## src/rtl/fifo_wr_ctrl.sv

```systemverilog
// fifo_wr_ctrl: write-clock-domain pointer and flag controller for an
// asynchronous FIFO. It drives the memory write port (W_EN, W_ADDR),
// publishes a registered Gray write pointer for the read-domain
// synchronizer, and derives FULL, ALMOST_FULL, the fill level and a sticky
// OVERFLOW flag from the already-synchronized Gray read pointer.
//
// Producer handshake: W_INC is a request and ~FULL acts as the ready.
// A write commits on a rising CLK edge only when W_INC is high and FULL is
// low in that cycle (W_EN shows this in the same cycle). A request made
// while FULL is high is dropped, never queued, and it sets OVERFLOW.
//
// The flags are pessimistic. The synchronized read pointer lags the real
// read pointer, so FULL and W_LEVEL may overstate occupancy for a few
// cycles after a read, but they never understate it.
module fifo_wr_ctrl #(
    parameter int DEPTH    = 8,
    parameter int P_SIZE   = 4,
    parameter int AF_LEVEL = 6
) (
    input  logic              CLK,
    input  logic              RST,
    input  logic              W_INC,
    input  logic [P_SIZE-1:0] RQ2_RPTR,
    input  logic              CLR_OVF,
    output logic              W_EN,
    output logic [P_SIZE-2:0] W_ADDR,
    output logic [P_SIZE-1:0] WPTR_GRAY,
    output logic              FULL,
    output logic              ALMOST_FULL,
    output logic [P_SIZE-1:0] W_LEVEL,
    output logic              OVERFLOW
);

    // Address bits; the pointer carries one extra wrap bit on top of these.
    localparam int ADDR_W = $clog2(DEPTH);
    localparam logic [P_SIZE-1:0] AF_THRESH = P_SIZE'(AF_LEVEL);

    logic [P_SIZE-1:0] wbin;
    logic [P_SIZE-1:0] wbin_next;
    logic [P_SIZE-1:0] wgray_next;
    logic [P_SIZE-1:0] rbin;
    logic [P_SIZE-1:0] level_next;
    logic [P_SIZE-1:0] rptr_full_pattern;
    logic              accept;
    logic              full_next;

    // A write is taken only when the FIFO is not currently full.
    assign accept = W_INC & ~FULL;
    assign W_EN   = accept;
    assign W_ADDR = wbin[ADDR_W-1:0];

    // Next pointer, modulo 2^P_SIZE, and its Gray image for the register.
    assign wbin_next  = wbin + {{(P_SIZE-1){1'b0}}, accept};
    assign wgray_next = wbin_next ^ (wbin_next >> 1);

    // Gray-to-binary of the synchronized read pointer: each bit is the XOR
    // of itself and every more-significant Gray bit.
    always_comb begin
        rbin = '0;
        for (int i = 0; i < P_SIZE; i++) begin
            rbin[i] = ^(RQ2_RPTR >> i);
        end
    end

    // Occupancy after this edge; modular subtraction survives the wrap.
    assign level_next = wbin_next - rbin;

    // In Gray code, "write pointer is exactly DEPTH ahead" means the top two
    // bits are inverted and all lower bits match.
    assign rptr_full_pattern = {~RQ2_RPTR[P_SIZE-1:P_SIZE-2], RQ2_RPTR[P_SIZE-3:0]};
    assign full_next         = (wgray_next == rptr_full_pattern);

    // Advance the binary pointer and its registered Gray copy together.
    always_ff @(posedge CLK or posedge RST) begin
        if (RST) begin
            wbin      <= '0;
            WPTR_GRAY <= '0;
        end else begin
            wbin      <= wbin_next;
            WPTR_GRAY <= wgray_next;
        end
    end

    // Register the occupancy-derived flags on the edge that commits a write.
    always_ff @(posedge CLK or posedge RST) begin
        if (RST) begin
            FULL        <= 1'b0;
            ALMOST_FULL <= 1'b0;
            W_LEVEL     <= '0;
        end else begin
            FULL        <= full_next;
            ALMOST_FULL <= (level_next >= AF_THRESH);
            W_LEVEL     <= level_next;
        end
    end

    // Sticky overflow: a dropped write sets it, and a set in the same cycle
    // as a clear takes priority so no overflow event is ever lost.
    always_ff @(posedge CLK or posedge RST) begin
        if (RST) begin
            OVERFLOW <= 1'b0;
        end else if (W_INC & FULL) begin
            OVERFLOW <= 1'b1;
        end else if (CLR_OVF) begin
            OVERFLOW <= 1'b0;
        end
    end

endmodule

```

## config.mk

```make
export PLATFORM = sky130hd
export DESIGN_NAME = fifo_wr_ctrl
export DESIGN_NICKNAME = d
export VERILOG_FILES = /design/src/rtl/fifo_wr_ctrl.sv
export SDC_FILE = /design/constraint.sdc
export NUM_CORES = 1
export LEC_CHECK = 0
export CAP_MARGIN = 20
export CORE_MARGIN = 5
export CORE_UTILIZATION = 30
export DETAILED_ROUTE_END_ITERATION = 6
export GPL_TIMING_DRIVEN = 0
export PLACE_DENSITY = 0.62
export SYNTH_ARGS = -nofsm -noshare
export SYNTH_HDL_FRONTEND = slang
export SYNTH_SLANG_ARGS = --single-unit
```

## constraint.sdc

```tcl
create_clock -name CLK -period 4.5 [get_ports CLK]
set_clock_uncertainty 0.2 [all_clocks]
set_input_delay 0.9 -clock CLK [delete_from_list [all_inputs] [get_ports CLK]]
set_output_delay 0.9 -clock CLK [all_outputs]
set_load 0.05 [all_outputs]
```

# Word-level counts from Yosys, hierarchy flattened
# Index checks and enable logic that the tools add are counted.
# W data, S select, Z words.
# totals
register_bits,15
input_bits,8
out_inout_bits,15
wordCells,22
# classes
addsub,2
magnitude_cmp,1
n_eq_ne,1
mux,2
n_bitwise,5
n_reduce_logical,5
# ops
op,count
$reduce_xor A4 Y1,4
$add A4 B1 Y4,1
$eq A4 B4 Y1,1
$ge A4 B3 Y1 const B,1
$sub A4 B4 Y4,1
$xor A4 B3 Y4,1
$and A1 B1 Y1,2
$mux W1,2
$not A2 Y2,1
$reduce_bool A2 Y1,1
$not A1 Y1,1

# Logic depth before layout (Yosys ltp)
# depth
word_depth,5
ltp_mapped,9
depth_no_buf,9

# Worst setup path after synthesis
# OpenSTA, ideal clock, no wires.
# synth_path
kind,input to register
start,in W_INC
end,reg ALMOST_FULL
setup_time_ns,0.118
arrival_ns,3.328
required_ns,4.182
slack_ns,0.853
path_stages,9
n_path_buf,0
path_cell_list,nor2b_1 ha_1 ha_1 xor2_2 ha_1 a21oi_1 o21ai_0 xor3_1 a21o_1
# synth_via
elab_chain_cells,4
# synth_rtl
item,line,rtl
start: declaration,22,"input logic W_INC,"
$and A1 B1 Y1,48,assign accept = W_INC & ~FULL;
$add A4 B1 Y4,53,"assign wbin_next = wbin + {{(P_SIZE-1){1'b0}}, accept};"
net wbin_next[2],39,logic [P_SIZE-1:0] wbin_next;
$sub A4 B4 Y4,66,assign level_next = wbin_next - rbin;
net level_next[3],42,logic [P_SIZE-1:0] level_next;
$ge A4 B3 Y1,92,ALMOST_FULL <= (level_next >= AF_THRESH);
end signal: assignment,92,
end: declaration,29,"output logic ALMOST_FULL,"
# The timed path passes the listed nets, and every way through them passes these cells.
# A chain may end at the register's enable or synchronous reset.

# Final worst setup path
# layout_path
start,in W_INC
end,out W_EN
# layout_via
elab_chain_cells,1
# layout_rtl
item,line,rtl
$and A1 B1 Y1,48,
end: declaration,25,"output logic W_EN,"
# Every way passes these cells.

==> results.yml <==
placement:
  post-place-ws_ns: 0.832
  placement.io_buffers: 22
  gp_routability_congestion: 0.706
  dp_hpwl_um: 1020
logic_synthesis:
  synth-seq-area-share: 0.513
  async_reset_ff_frac: 1.00
  syn-instance-count: 54
  ys_ff_latch: 14
  synth.top_cells.by_count: "14 x sky130_fd_sc_hd__dfrtp_1, 8 x sky130_fd_sc_hd__inv_1, 5 x sky130_fd_sc_hd__ha_1, 5 x sky130_fd_sc_hd__xnor2_1, 5 x sky130_fd_sc_hd__xor2_1"
  syn-cell-area_sq_um: 683
  synth_top_cell_by_area: "sky130_fd_sc_hd__dfrtp_1"
  synth_fp_nets: 68
  synthTopCellsByArea: "sky130_fd_sc_hd__dfrtp_1 51%, sky130_fd_sc_hd__ha_1 9.2%, sky130_fd_sc_hd__xnor2_1 6.4%, sky130_fd_sc_hd__xor2_1 6.4%, sky130_fd_sc_hd__xor2_2 4.8%"
  yosysMostFrequentCell: "sky130_fd_sc_hd__dfrtp_1"
  yosysWarningCount: 0
  post_synth_num_cell_types: 17
  ys_dominant_reg_cell: "sky130_fd_sc_hd__dfrtp_1"
  post_synth.cell_area_avg_sq_um: 12.7
  yosys.area.top_type_share: 0.513
  number_of_enable_flip_flop_cells_after_synthesis: 0
timing:
  tightest_slew_ns: 0.507
  report.final.slew_viol_count: 0
  finalWorstPathRequiredPeriod_ns: 3.46
  rsz0062_at_grt: "no"
  setup_viol_count_final: 0
  timing.setup.tns_ns: 0
  final-hold-violation-count: 0
  final.setup.worst_slack_ns: 1.04
  worst_slew_margin_rel: 0.661
  min_period_over_period: 0.769
  fmax_ghz: 0.289
clock_network:
  post-cts-setup-buffer-count: 0
  htreeDepth: 1
  cts_num_sinks: 14
  cts_hold_buffers: 0
  tritoncts_clock_tree: "yes"
  clock_tree.buffer_depth: 2
  clkLatencyLatePin_ns: 0.27
  clk_root_buffer_cell: "sky130_fd_sc_hd__clkbuf_4"
  worst_setup_hold_path_clk_slew_ns: 0.08
  numCtsBuffers: 3
  post_cts_resized: 0
finish:
  fillCellCount: 204
  design.final.nets: 95
  syn2layout_area_growth_pct: 40.7
  antennaDiodeCount: 0
  post_route_cells_drive_above_1_share: 0.0759
global_route:
  grt-ovfl-total: 0
  grt_start_max_net_pins: 15
  number_of_antenna_violations_at_the_first_check_in_global_routing: 0
  grt_usage: 0.0850
  via_count_of_the_first_global_routing_pass: 470
  global_route_wire_length_before_repair_um: 2110
route:
  firstDrtPassIters: 3
  route.antenna.remaining_nets: 0
  first_iter_violations: 2
  vias: 443
  route.final.wire_length_um: 1200
  drt-wirelength-per-cell_um: 11.2
  viasPerCell: 4.14
  remaining_drc_errors: 0
worst_hold_path:
  hold-path-cell-count: 2
  min-delay-path-class: "flop to flop"
setup_path:
  timing.critical_path.from_type: "primary input"
  worstSetupPathType: "primary input to output pin"
  critPathMaxFanout: 2
  required_ns: 3.40
  r2r.worst_path.cells: 9
  arr_time_crit_path_ns: 2.36
  worstSetupEndpointType: "output pin"
floorplanning:
  start_util: 0.312
  ioPinCount: 23
  num_rows: 17
  die_h_um: 57.7
  floorplan.core_area_sq_um: 2190
  x_dimension_of_the_die_um: 57.7
  die-area_sq_um: 3330
status:
  outcome: "finished, final reports clean"
run:
  maxCapViolations: 0
## cell type report
type	instances	area, sq um	area share
flip-flops and latches	14	350	0.365
multi-input cells	32	303	0.315
repair buffers	22	220	0.229
well taps	28	35.0	0.0365
inverters	8	30.0	0.0312
clock buffers	3	22.5	0.0234
## registers in the layout (all words and copies together) (netlist names)
name,cells
WPTR_GRAY,4
W_LEVEL,4
wbin,3
ALMOST_FULL,1
FULL,1
OVERFLOW,1
## critical path, stage by stage
cell,delay [ns]
sky130_fd_sc_hd__clkdlybuf4s50_1,0.46
sky130_fd_sc_hd__nor2b_1,0.17
sky130_fd_sc_hd__clkdlybuf4s50_1,0.82
## cells in the final DEF (no fill, tap or decap)
cell / count
sky130_fd_sc_hd__clkdlybuf4s50_1: 22
sky130_fd_sc_hd__dfrtp_1: 14
sky130_fd_sc_hd__inv_1: 8
sky130_fd_sc_hd__xnor2_1: 5
sky130_fd_sc_hd__xor2_1: 5
sky130_fd_sc_hd__ha_1: 5
sky130_fd_sc_hd__clkbuf_4: 3
sky130_fd_sc_hd__xor2_2: 2
sky130_fd_sc_hd__nand2_1: 2
sky130_fd_sc_hd__o21ai_0: 2
sky130_fd_sc_hd__nand3_1: 2
sky130_fd_sc_hd__or3_1: 2
sky130_fd_sc_hd__nand3_2: 1
sky130_fd_sc_hd__nor2b_1: 1
sky130_fd_sc_hd__a21oi_1: 1
sky130_fd_sc_hd__xor3_1: 1
sky130_fd_sc_hd__a22oi_1: 1
sky130_fd_sc_hd__a21o_1: 1
sky130_fd_sc_hd__fa_1: 1
## final timing paths
kind / startpoint / endpoint / slack, ns
worst min-delay path: FULL / OVERFLOW / 0.33
worst min register to register: FULL / OVERFLOW / 0.33
worst max-delay path: W_INC / W_EN / 1.04
max in group asynchronous: RST / WPTR_GRAY[3] / 3.00
min in group asynchronous: RST / OVERFLOW / 0.76
worst max register to register: FULL / ALMOST_FULL / 1.88
## cells by family after synthesis
family / after synthesis / share of synthesized area
AOI/OAI and AO/OA: 5 / 0.0440
xor gates and xnor gates: 13 / 0.211
adders and majority gates: 6 / 0.121
buffers and inverters: 8 / 0.0440
DFF: 14 / 0.513
and+or+nand+nor: 8 / 0.0678
## per-layer routing
layer / track usage / wire (um) / vias up
met5: 0 / 0 / -
met2: 0.134 / 588 / 18
li1: - / - / 222
met1: 0.100 / 477 / 201
met3: 0.0156 / 108 / 2
met4: 0.0695 / 25 / 0
## metrics by stage
| stage | cells | util | instance area [sq um] | hold slack [ns] |
|---|---|---|---|---|
| detailed placement | 104 | 0.428 | 938 | 0.314 |
| global placement | 104 | 0.428 | 938 | 0.305 |
| floorplan | 54 | - | 683 | 0.548 |
| global route | 107 | 0.439 | 961 | 0.348 |
| finish | 107 | 0.439 | 961 | 0.331 |
| CTS | 107 | 0.439 | 961 | 0.333 |
Power is not shown: default switching activity piles up to over one toggle a cycle in this logic, so the estimate is an artifact.
